--- src/rtl/player_motion_pkg.sv ---
`default_nettype none
// ============================================================================
// Module : player_motion_pkg
// Desc   : Shared FSM state type, shadow-control struct and fixed-point
//          defaults for the per-frame player motion engine.
// Rev    : 1.0  initial release
// ============================================================================
package player_motion_pkg;

  localparam int DEF_QI       = 12;
  localparam int DEF_QF       = 12;
  localparam int DEF_MAP_BITS = 4;

  typedef enum logic [3:0] {
    ST_IDLE   = 4'd0,
    ST_ROT0   = 4'd1,
    ST_ROT1   = 4'd2,
    ST_ROT2   = 4'd3,
    ST_ROT3   = 4'd4,
    ST_MOVX   = 4'd5,
    ST_MOVY   = 4'd6,
    ST_CHKX   = 4'd7,
    ST_CHKY   = 4'd8,
    ST_COMMIT = 4'd9
  } state_t;

  // Controls captured at the frame tick and held for the whole update
  typedef struct packed {
    logic       move_l;
    logic       move_r;
    logic       move_f;
    logic       move_b;
    logic       turn_l;
    logic       turn_r;
    logic [1:0] speed;
    logic       collide;
  } ctrl_t;

  // Constant fixed-point product with floor, used to pre-scale diagonal steps
  function automatic int fx_scale(input int a, input int b, input int qf);
    return (a * b) >>> qf;
  endfunction

endpackage
`default_nettype wire

--- src/rtl/player_motion_fixed_mac.sv ---
`default_nettype none
// ============================================================================
// Module : fixed_mac
// Desc   : Combinational signed multiply-accumulate p = (a*b + c*d) >>> QF,
//          computed at double width and truncated back to W bits.
// Rev    : 1.0  initial release
// ============================================================================
module fixed_mac
  import player_motion_pkg::*;
#(
  parameter int W  = DEF_QI + DEF_QF,
  parameter int QF = DEF_QF
) (
  input  logic signed [W-1:0] a,
  input  logic signed [W-1:0] b,
  input  logic signed [W-1:0] c,
  input  logic signed [W-1:0] d,
  output logic signed [W-1:0] p
);

  localparam int W2 = 2 * W;

  logic signed [W2-1:0] w_sum;

  // Full-precision sum of both products
  always_comb begin
    w_sum = W2'(a) * W2'(b) + W2'(c) * W2'(d);
  end

  assign p = W'(w_sum >>> QF);

endmodule
`default_nettype wire

--- src/rtl/player_motion.sv ---
`default_nettype none
// ============================================================================
// Module : player_motion
// Desc   : Per-frame player state engine: facing-relative walk/strafe,
//          turning, speed select, diagonal scaling and axis-separated map
//          collision; publishes position/facing/vplane atomically.
// Rev    : 1.0  initial release
// ============================================================================
module player_motion
  import player_motion_pkg::*;
#(
  parameter int QI         = DEF_QI,
  parameter int QF         = DEF_QF,
  parameter int MAP_BITS   = DEF_MAP_BITS,
  parameter int X_START    = 8192,
  parameter int Y_START    = 55296,
  parameter int FX_START   = 0,
  parameter int FY_START   = -4096,
  parameter int VX_START   = 2048,
  parameter int VY_START   = 0,
  parameter int STEP_CRAWL = 32,
  parameter int STEP_WALK  = 80,
  parameter int STEP_RUN   = 144,
  parameter int ROT_COS    = 4076,
  parameter int ROT_SIN    = 401,
  parameter int INV_SQRT2  = 2896
) (
  input  logic                       clk,
  input  logic                       reset,
  input  logic                       tick,
  input  logic                       moveL,
  input  logic                       moveR,
  input  logic                       moveF,
  input  logic                       moveB,
  input  logic                       turnL,
  input  logic                       turnR,
  input  logic [1:0]                 speed,
  input  logic                       collide_en,
  output logic                       map_req,
  output logic [MAP_BITS-1:0]        map_col,
  output logic [MAP_BITS-1:0]        map_row,
  input  logic                       map_ack,
  input  logic [1:0]                 map_val,
  output logic signed [QI+QF-1:0]    playerX,
  output logic signed [QI+QF-1:0]    playerY,
  output logic signed [QI+QF-1:0]    facingX,
  output logic signed [QI+QF-1:0]    facingY,
  output logic signed [QI+QF-1:0]    vplaneX,
  output logic signed [QI+QF-1:0]    vplaneY,
  output logic                       busy,
  output logic                       done,
  output logic                       missed_tick
);

  localparam int W          = QI + QF;
  localparam int DIAG_CRAWL = fx_scale(STEP_CRAWL, INV_SQRT2, QF);
  localparam int DIAG_WALK  = fx_scale(STEP_WALK,  INV_SQRT2, QF);
  localparam int DIAG_RUN   = fx_scale(STEP_RUN,   INV_SQRT2, QF);
  localparam logic signed [W-1:0] ONE = W'(1 << QF);

  state_t state, state_nxt;
  ctrl_t  r_ctrl;

  logic signed [W-1:0] r_px, r_py, r_fx, r_fy, r_vx, r_vy;
  logic signed [W-1:0] r_nfx, r_nfy, r_nvx, r_nvy;
  logic signed [W-1:0] r_cx, r_cy, r_rx, r_ry;
  logic                r_done, r_missed;

  logic signed [W-1:0] w_cos, w_sin, w_step, w_df, w_ds;
  logic signed [W-1:0] w_ma, w_mb, w_mc, w_md, w_mp;
  logic                w_diag, w_cx_in, w_cy_in, w_wall, w_chk_go;

  // Turn coefficients, step size and signed forward/strafe amounts from shadow controls
  always_comb begin
    w_cos  = ONE;
    w_sin  = '0;
    if (r_ctrl.turn_l) begin
      w_cos = W'(ROT_COS);
      w_sin = -W'(ROT_SIN);
    end else if (r_ctrl.turn_r) begin
      w_cos = W'(ROT_COS);
      w_sin = W'(ROT_SIN);
    end
    w_diag = (r_ctrl.move_f | r_ctrl.move_b) & (r_ctrl.move_l | r_ctrl.move_r);
    case (r_ctrl.speed)
      2'd0:    w_step = W'(w_diag ? DIAG_CRAWL : STEP_CRAWL);
      2'd1:    w_step = W'(w_diag ? DIAG_WALK  : STEP_WALK);
      default: w_step = W'(w_diag ? DIAG_RUN   : STEP_RUN);
    endcase
    w_df = '0;
    if (r_ctrl.move_f)      w_df = w_step;
    else if (r_ctrl.move_b) w_df = -w_step;
    w_ds = '0;
    if (r_ctrl.move_l)      w_ds = -w_step;
    else if (r_ctrl.move_r) w_ds = w_step;
  end

  // Operand steering for the single shared MAC, one product pair per state
  always_comb begin
    w_ma = '0;
    w_mb = '0;
    w_mc = '0;
    w_md = '0;
    case (state)
      ST_ROT0: begin w_ma = r_fx; w_mb = w_cos; w_mc = r_fy;  w_md = -w_sin; end
      ST_ROT1: begin w_ma = r_fx; w_mb = w_sin; w_mc = r_fy;  w_md = w_cos;  end
      ST_ROT2: begin w_ma = r_vx; w_mb = w_cos; w_mc = r_vy;  w_md = -w_sin; end
      ST_ROT3: begin w_ma = r_vx; w_mb = w_sin; w_mc = r_vy;  w_md = w_cos;  end
      ST_MOVX: begin w_ma = w_df; w_mb = r_nfx; w_mc = w_ds;  w_md = -r_nfy; end
      ST_MOVY: begin w_ma = w_df; w_mb = r_nfy; w_mc = w_ds;  w_md = r_nfx;  end
      default: ;
    endcase
  end

  fixed_mac #(.W(W), .QF(QF)) u_mac (
    .a (w_ma),
    .b (w_mb),
    .c (w_mc),
    .d (w_md),
    .p (w_mp)
  );

  // Candidate is inside the map only when its integer part lies in [0, 2^MAP_BITS)
  assign w_cx_in = (r_cx[W-1:QF+MAP_BITS] == '0);
  assign w_cy_in = (r_cy[W-1:QF+MAP_BITS] == '0);

  // Map query port; out-of-map candidates are walls and never raise a request
  always_comb begin
    map_req  = 1'b0;
    map_col  = '0;
    map_row  = '0;
    w_chk_go = 1'b0;
    w_wall   = 1'b0;
    case (state)
      ST_CHKX: begin
        map_col  = r_cx[QF+MAP_BITS-1:QF];
        map_row  = r_py[QF+MAP_BITS-1:QF];
        map_req  = w_cx_in;
        w_chk_go = !w_cx_in || map_ack;
        w_wall   = !w_cx_in || (map_val != 2'b00);
      end
      ST_CHKY: begin
        map_col  = r_rx[QF+MAP_BITS-1:QF];
        map_row  = r_cy[QF+MAP_BITS-1:QF];
        map_req  = w_cy_in;
        w_chk_go = !w_cy_in || map_ack;
        w_wall   = !w_cy_in || (map_val != 2'b00);
      end
      default: ;
    endcase
  end

  // FSM state register
  always_ff @(posedge clk or negedge reset) begin
    if (!reset) state <= ST_IDLE;
    else        state <= state_nxt;
  end

  // Fixed update sequence; only the map checks may stall
  always_comb begin
    state_nxt = state;
    case (state)
      ST_IDLE:   if (tick) state_nxt = ST_ROT0;
      ST_ROT0:   state_nxt = ST_ROT1;
      ST_ROT1:   state_nxt = ST_ROT2;
      ST_ROT2:   state_nxt = ST_ROT3;
      ST_ROT3:   state_nxt = ST_MOVX;
      ST_MOVX:   state_nxt = ST_MOVY;
      ST_MOVY:   state_nxt = ST_CHKX;
      ST_CHKX:   if (w_chk_go) state_nxt = ST_CHKY;
      ST_CHKY:   if (w_chk_go) state_nxt = ST_COMMIT;
      ST_COMMIT: state_nxt = ST_IDLE;
      default:   state_nxt = ST_IDLE;
    endcase
  end

  // Shadow controls, working vectors and the atomic commit of published state
  always_ff @(posedge clk or negedge reset) begin
    if (!reset) begin
      r_ctrl <= '0;
      r_px   <= W'(X_START);
      r_py   <= W'(Y_START);
      r_fx   <= W'(FX_START);
      r_fy   <= W'(FY_START);
      r_vx   <= W'(VX_START);
      r_vy   <= W'(VY_START);
      r_nfx  <= '0;
      r_nfy  <= '0;
      r_nvx  <= '0;
      r_nvy  <= '0;
      r_cx   <= '0;
      r_cy   <= '0;
      r_rx   <= '0;
      r_ry   <= '0;
    end else begin
      case (state)
        ST_IDLE: if (tick) r_ctrl <= '{moveL, moveR, moveF, moveB, turnL, turnR, speed, collide_en};
        ST_ROT0: r_nfx <= w_mp;
        ST_ROT1: r_nfy <= w_mp;
        ST_ROT2: r_nvx <= w_mp;
        ST_ROT3: r_nvy <= w_mp;
        ST_MOVX: r_cx  <= r_px + w_mp;
        ST_MOVY: r_cy  <= r_py + w_mp;
        ST_CHKX: if (w_chk_go) r_rx <= (w_wall && r_ctrl.collide) ? r_px : r_cx;
        ST_CHKY: if (w_chk_go) r_ry <= (w_wall && r_ctrl.collide) ? r_py : r_cy;
        ST_COMMIT: begin
          r_px <= r_rx;
          r_py <= r_ry;
          r_fx <= r_nfx;
          r_fy <= r_nfy;
          r_vx <= r_nvx;
          r_vy <= r_nvy;
        end
        default: ;
      endcase
    end
  end

  // Single-cycle status pulses: update finished, tick arrived while busy
  always_ff @(posedge clk or negedge reset) begin
    if (!reset) begin
      r_done   <= 1'b0;
      r_missed <= 1'b0;
    end else begin
      r_done   <= (state == ST_COMMIT);
      r_missed <= tick && (state != ST_IDLE);
    end
  end

  assign busy        = (state != ST_IDLE);
  assign done        = r_done;
  assign missed_tick = r_missed;
  assign playerX     = r_px;
  assign playerY     = r_py;
  assign facingX     = r_fx;
  assign facingY     = r_fy;
  assign vplaneX     = r_vx;
  assign vplaneY     = r_vy;

endmodule
`default_nettype wire

--- config.mk ---
export PLATFORM = sky130hd
export DESIGN_NAME = player_motion
export DESIGN_NICKNAME = d
export VERILOG_FILES = /design/src/rtl/player_motion_pkg.sv /design/src/rtl/player_motion_fixed_mac.sv /design/src/rtl/player_motion.sv
export SDC_FILE = /design/constraint.sdc
export NUM_CORES = 2
export LEC_CHECK = 0
export BUFFER_PORTS_ARGS = -buffer_cell sky130_fd_sc_hd__buf_2
export CAP_MARGIN = 5
export CORE_MARGIN = 2
export CORE_UTILIZATION = 35
export DETAILED_ROUTE_END_ITERATION = 8
export HOLD_SLACK_MARGIN = 0.05
export PLACE_DENSITY_LB_ADDON = 0.3
export SYNTH_ARGS = -nofsm -noshare
export SYNTH_HDL_FRONTEND = slang
export SYNTH_SLANG_ARGS = --single-unit
export TNS_END_PERCENT = 5
--- constraint.sdc ---
create_clock -name clk -period 15.34 [get_ports clk]
set_clock_uncertainty 0.1 [all_clocks]
set_input_delay 2.301 -clock clk [delete_from_list [all_inputs] [get_ports clk]]
set_output_delay 2.301 -clock clk [all_outputs]
set_load 0.02 [all_outputs]
==> metrics <==
outcome=finished, final reports clean; met1 usage=0.339; die area=148000 sq um; RePlAce Congestion=0.988; Design Area, Final=55500 sq um; Post-CTS Setup Inserts=0; Final Cycle Share=0.920; grt met2 use=0.395; number of synthesized flops with an enable pin=0; Synth top area share=0.383; Crit path largest cell delay=920 ps; Die W=385 microns; first-pass GRT wire length=276 mm; relative slew slack=0.208; TritonRoute pass-1 iters=8; FILL cells=14400; worst reg2reg setup slack=1220 ps; Synth async-reset ratio=1.00; initial antenna violation count=3; area leader, netlist=fa_1; setup TNS=0 ps; synthesis-to-layout area growth=9.11%; post-route ant nets=0; RSZ-0062 raised after global routing=no; htree depth=2; Residual DRC=0; Mapped Area=50800 sq um; Die Y=385 microns; fmax=70.8 MHz; fin nets=6798; Max Cap Violations=0; Max Root-Sink Buffers=3; Placed Area=54300 sq um; CP endpoint kind=flop; critical-path maximum fanout=34; Syn Nets=6723; Syn. warnings=0; Post-DP HPWL=150 mm; minimum clock period=14120 ps; share of cells above drive strength 1=0.110; Worst Setup Path Type=flop to flop; row count=139; crit path launch type=flop; clk_lat worst skew=550 ps; hold-fix buffers at CTS=0; Max stage delay cell, worst path=a221o_1; IO buf count=170; Seq cells post-synth=351; met3 usage=0.0604; CP required=15700 ps; GRT Resource Usage Total=0.252; Synth Flop Type=dfrtp_1; CORE AREA=144000 sq um; Cells after Synth=5462; max-slew violation count=0; sequential share of the synthesized area=0.173; measured slew at the worst slew-check pin=1190 ps; Post-CTS Resized=0; CTS root buf=clkbuf_16; Tightest Hold Check Type=flop to flop; Synth area leaders=fa_1 (38%), dfrtp_1 (16%), inv_1 (8.5%); CTS tree=done; count of final setup violators=0; CP arrival=14470 ps; Synth cell types=86; GR Overflow Total=0; vias in the first global route=41400; DR vias=39100; vias per inst=5.24; GRT busiest layer=met2; Reg clk slew, reported paths=70 ps; clock sink count=351; average wire per standard cell=24.5 microns; largest net degree at the start of global routing=153; # IOs=171; Routed Wire Length=183 mm; Final Hold Fails=0; syn_area_per_cell=9.31 sq um; DRT iter0 DRCs=3423; Inserted Clock Buffers=35; Starting Density=0.353
-- per-layer routing --
layer	share of wire	wire length (microns)	up-vias
met3	0.091	16700	350
met1	0.42	77000	20300
li1	-	-	16800
met2	0.45	81800	1681
met5	0	0	-
met4	0.042	7680	0
-- path summary, 6_finish.rpt --
check / from / to / cells after the start
min in group asynchronous: reset / playerX[23] / 1
max in group asynchronous: reset / r_ctrl[8] / 2
max: state[2] / r_cx[23] / 45
min: r_cx[6] / r_cx[6] / 2
min reg2reg: r_cx[6] / r_cx[6] / 2
max reg2reg: state[2] / r_cx[23] / 45
-- registers in the layout, summed over array words and instances (netlist names) --
name	cells
r_nvy	24
playerY	24
r_nfy	24
done	1
missed_tick	1
r_cy	24
r_ry	24
r_rx	24
state	4
r_nfx	24
vplaneX	24
vplaneY	24
playerX	24
facingY	24
r_ctrl	9
facingX	24
r_cx	24
r_nvx	24
-- cell families after synthesis --
group | synth area share
AND/OR/NAND/NOR | 0.119
buffers and inverters | 0.105
adder cells (fa/ha/maj) | 0.450
AO/OA/AOI/OAI | 0.0803
flip-flops | 0.173
multiplexers | 0.0444
XOR/XNOR | 0.0273
other | 0.0000738
-- critical path: cells and delay by family (launching register included) --
family | cells | cell delay, ps
compound gates | 15 | 4630
xor+xnor | 3 | 890
fa+ha+maj | 11 | 4730
buf+inv | 10 | 1110
flops | 1 | 810
simple gates | 6 | 1710
-- Yosys cell counts (12+ instances only) --
| master | instances |
|---|---|
| inv_1 | 1150 |
| xor2_1 | 43 |
| a221o_1 | 60 |
| and2_1 | 35 |
| dfrtp_1 | 333 |
| nand3_1 | 19 |
| or2_2 | 12 |
| fa_1 | 973 |
| o21a_1 | 19 |
| nand2_1 | 797 |
| nor3_1 | 19 |
| buf_2 | 17 |
| mux2_2 | 155 |
| xnor2_1 | 106 |
| nor2_1 | 517 |
| ha_1 | 273 |
| o21ai_1 | 13 |
| a21o_1 | 25 |
| dfstp_2 | 18 |
| o21ai_0 | 209 |
| buf_1 | 18 |
| a22oi_1 | 21 |
| mux2i_1 | 51 |
| nor2b_1 | 13 |
| nand2b_1 | 17 |
| a21oi_1 | 105 |
| clkbuf_1 | 228 |
| a221oi_1 | 53 |
-- cell usage in the layout (no fill, tap or decap), types with 18 or more instances in the layout --
| master | netlist | routed |
|---|---|---|
| fa_1 | 973 | 973 |
| dfrtp_1 | 333 | 333 |
| dfstp_2 | 18 | 18 |
| o21ai_0 | 209 | 204 |
| mux2i_1 | 51 | 51 |
| a21oi_1 | 105 | 104 |
| buf_2 | 17 | 169 |
| a221o_1 | 60 | 60 |
| a221oi_1 | 53 | 32 |
| nor2_1 | 517 | 516 |
| and2_1 | 35 | 34 |
| buf_4 | 0 | 132 |
| o21a_1 | 19 | 19 |
| a22oi_1 | 21 | 21 |
| inv_1 | 1150 | 1150 |
| clkbuf_16 | 0 | 35 |
| a21o_1 | 25 | 25 |
| a221oi_2 | 6 | 25 |
| mux2_2 | 155 | 155 |
| nand2_1 | 797 | 797 |
| ha_1 | 273 | 273 |
| xnor2_1 | 106 | 106 |
| xor2_1 | 43 | 43 |
| nand3_1 | 19 | 19 |
-- stage by stage --
stage / setup slack, ps / hold slack, ps / instances / utilization
2_1_floorplan: 3320 / 344 / 5462 / -
3_3_place_gp: 1590 / 355 / 7403 / 0.378
3_5_place_dp: 1480 / 365 / 7403 / 0.378
4_1_cts: 1440 / 379 / 7464 / 0.385
5_1_grt: 571 / 389 / 7464 / 0.385
6_report: 1220 / 377 / 7469 / 0.386
-- layout make-up --
cell class | count | area, sq um | area share
Tap cell | 1903 | 2380 | 0.0429
Inverter | 1150 | 4320 | 0.0778
Clock buffer | 51 | 1060 | 0.0190
Antenna cell | 5 | 12.5 | 0.000226
Multi-Input combinational cell | 3696 | 36900 | 0.666
Timing Repair Buffer | 303 | 1870 | 0.0338
Sequential cell | 351 | 8810 | 0.159
Clock inverter | 10 | 80.1 | 0.00144
Power is not shown: default switching activity piles up to over one toggle a cycle in this logic, so the estimate is an artifact.
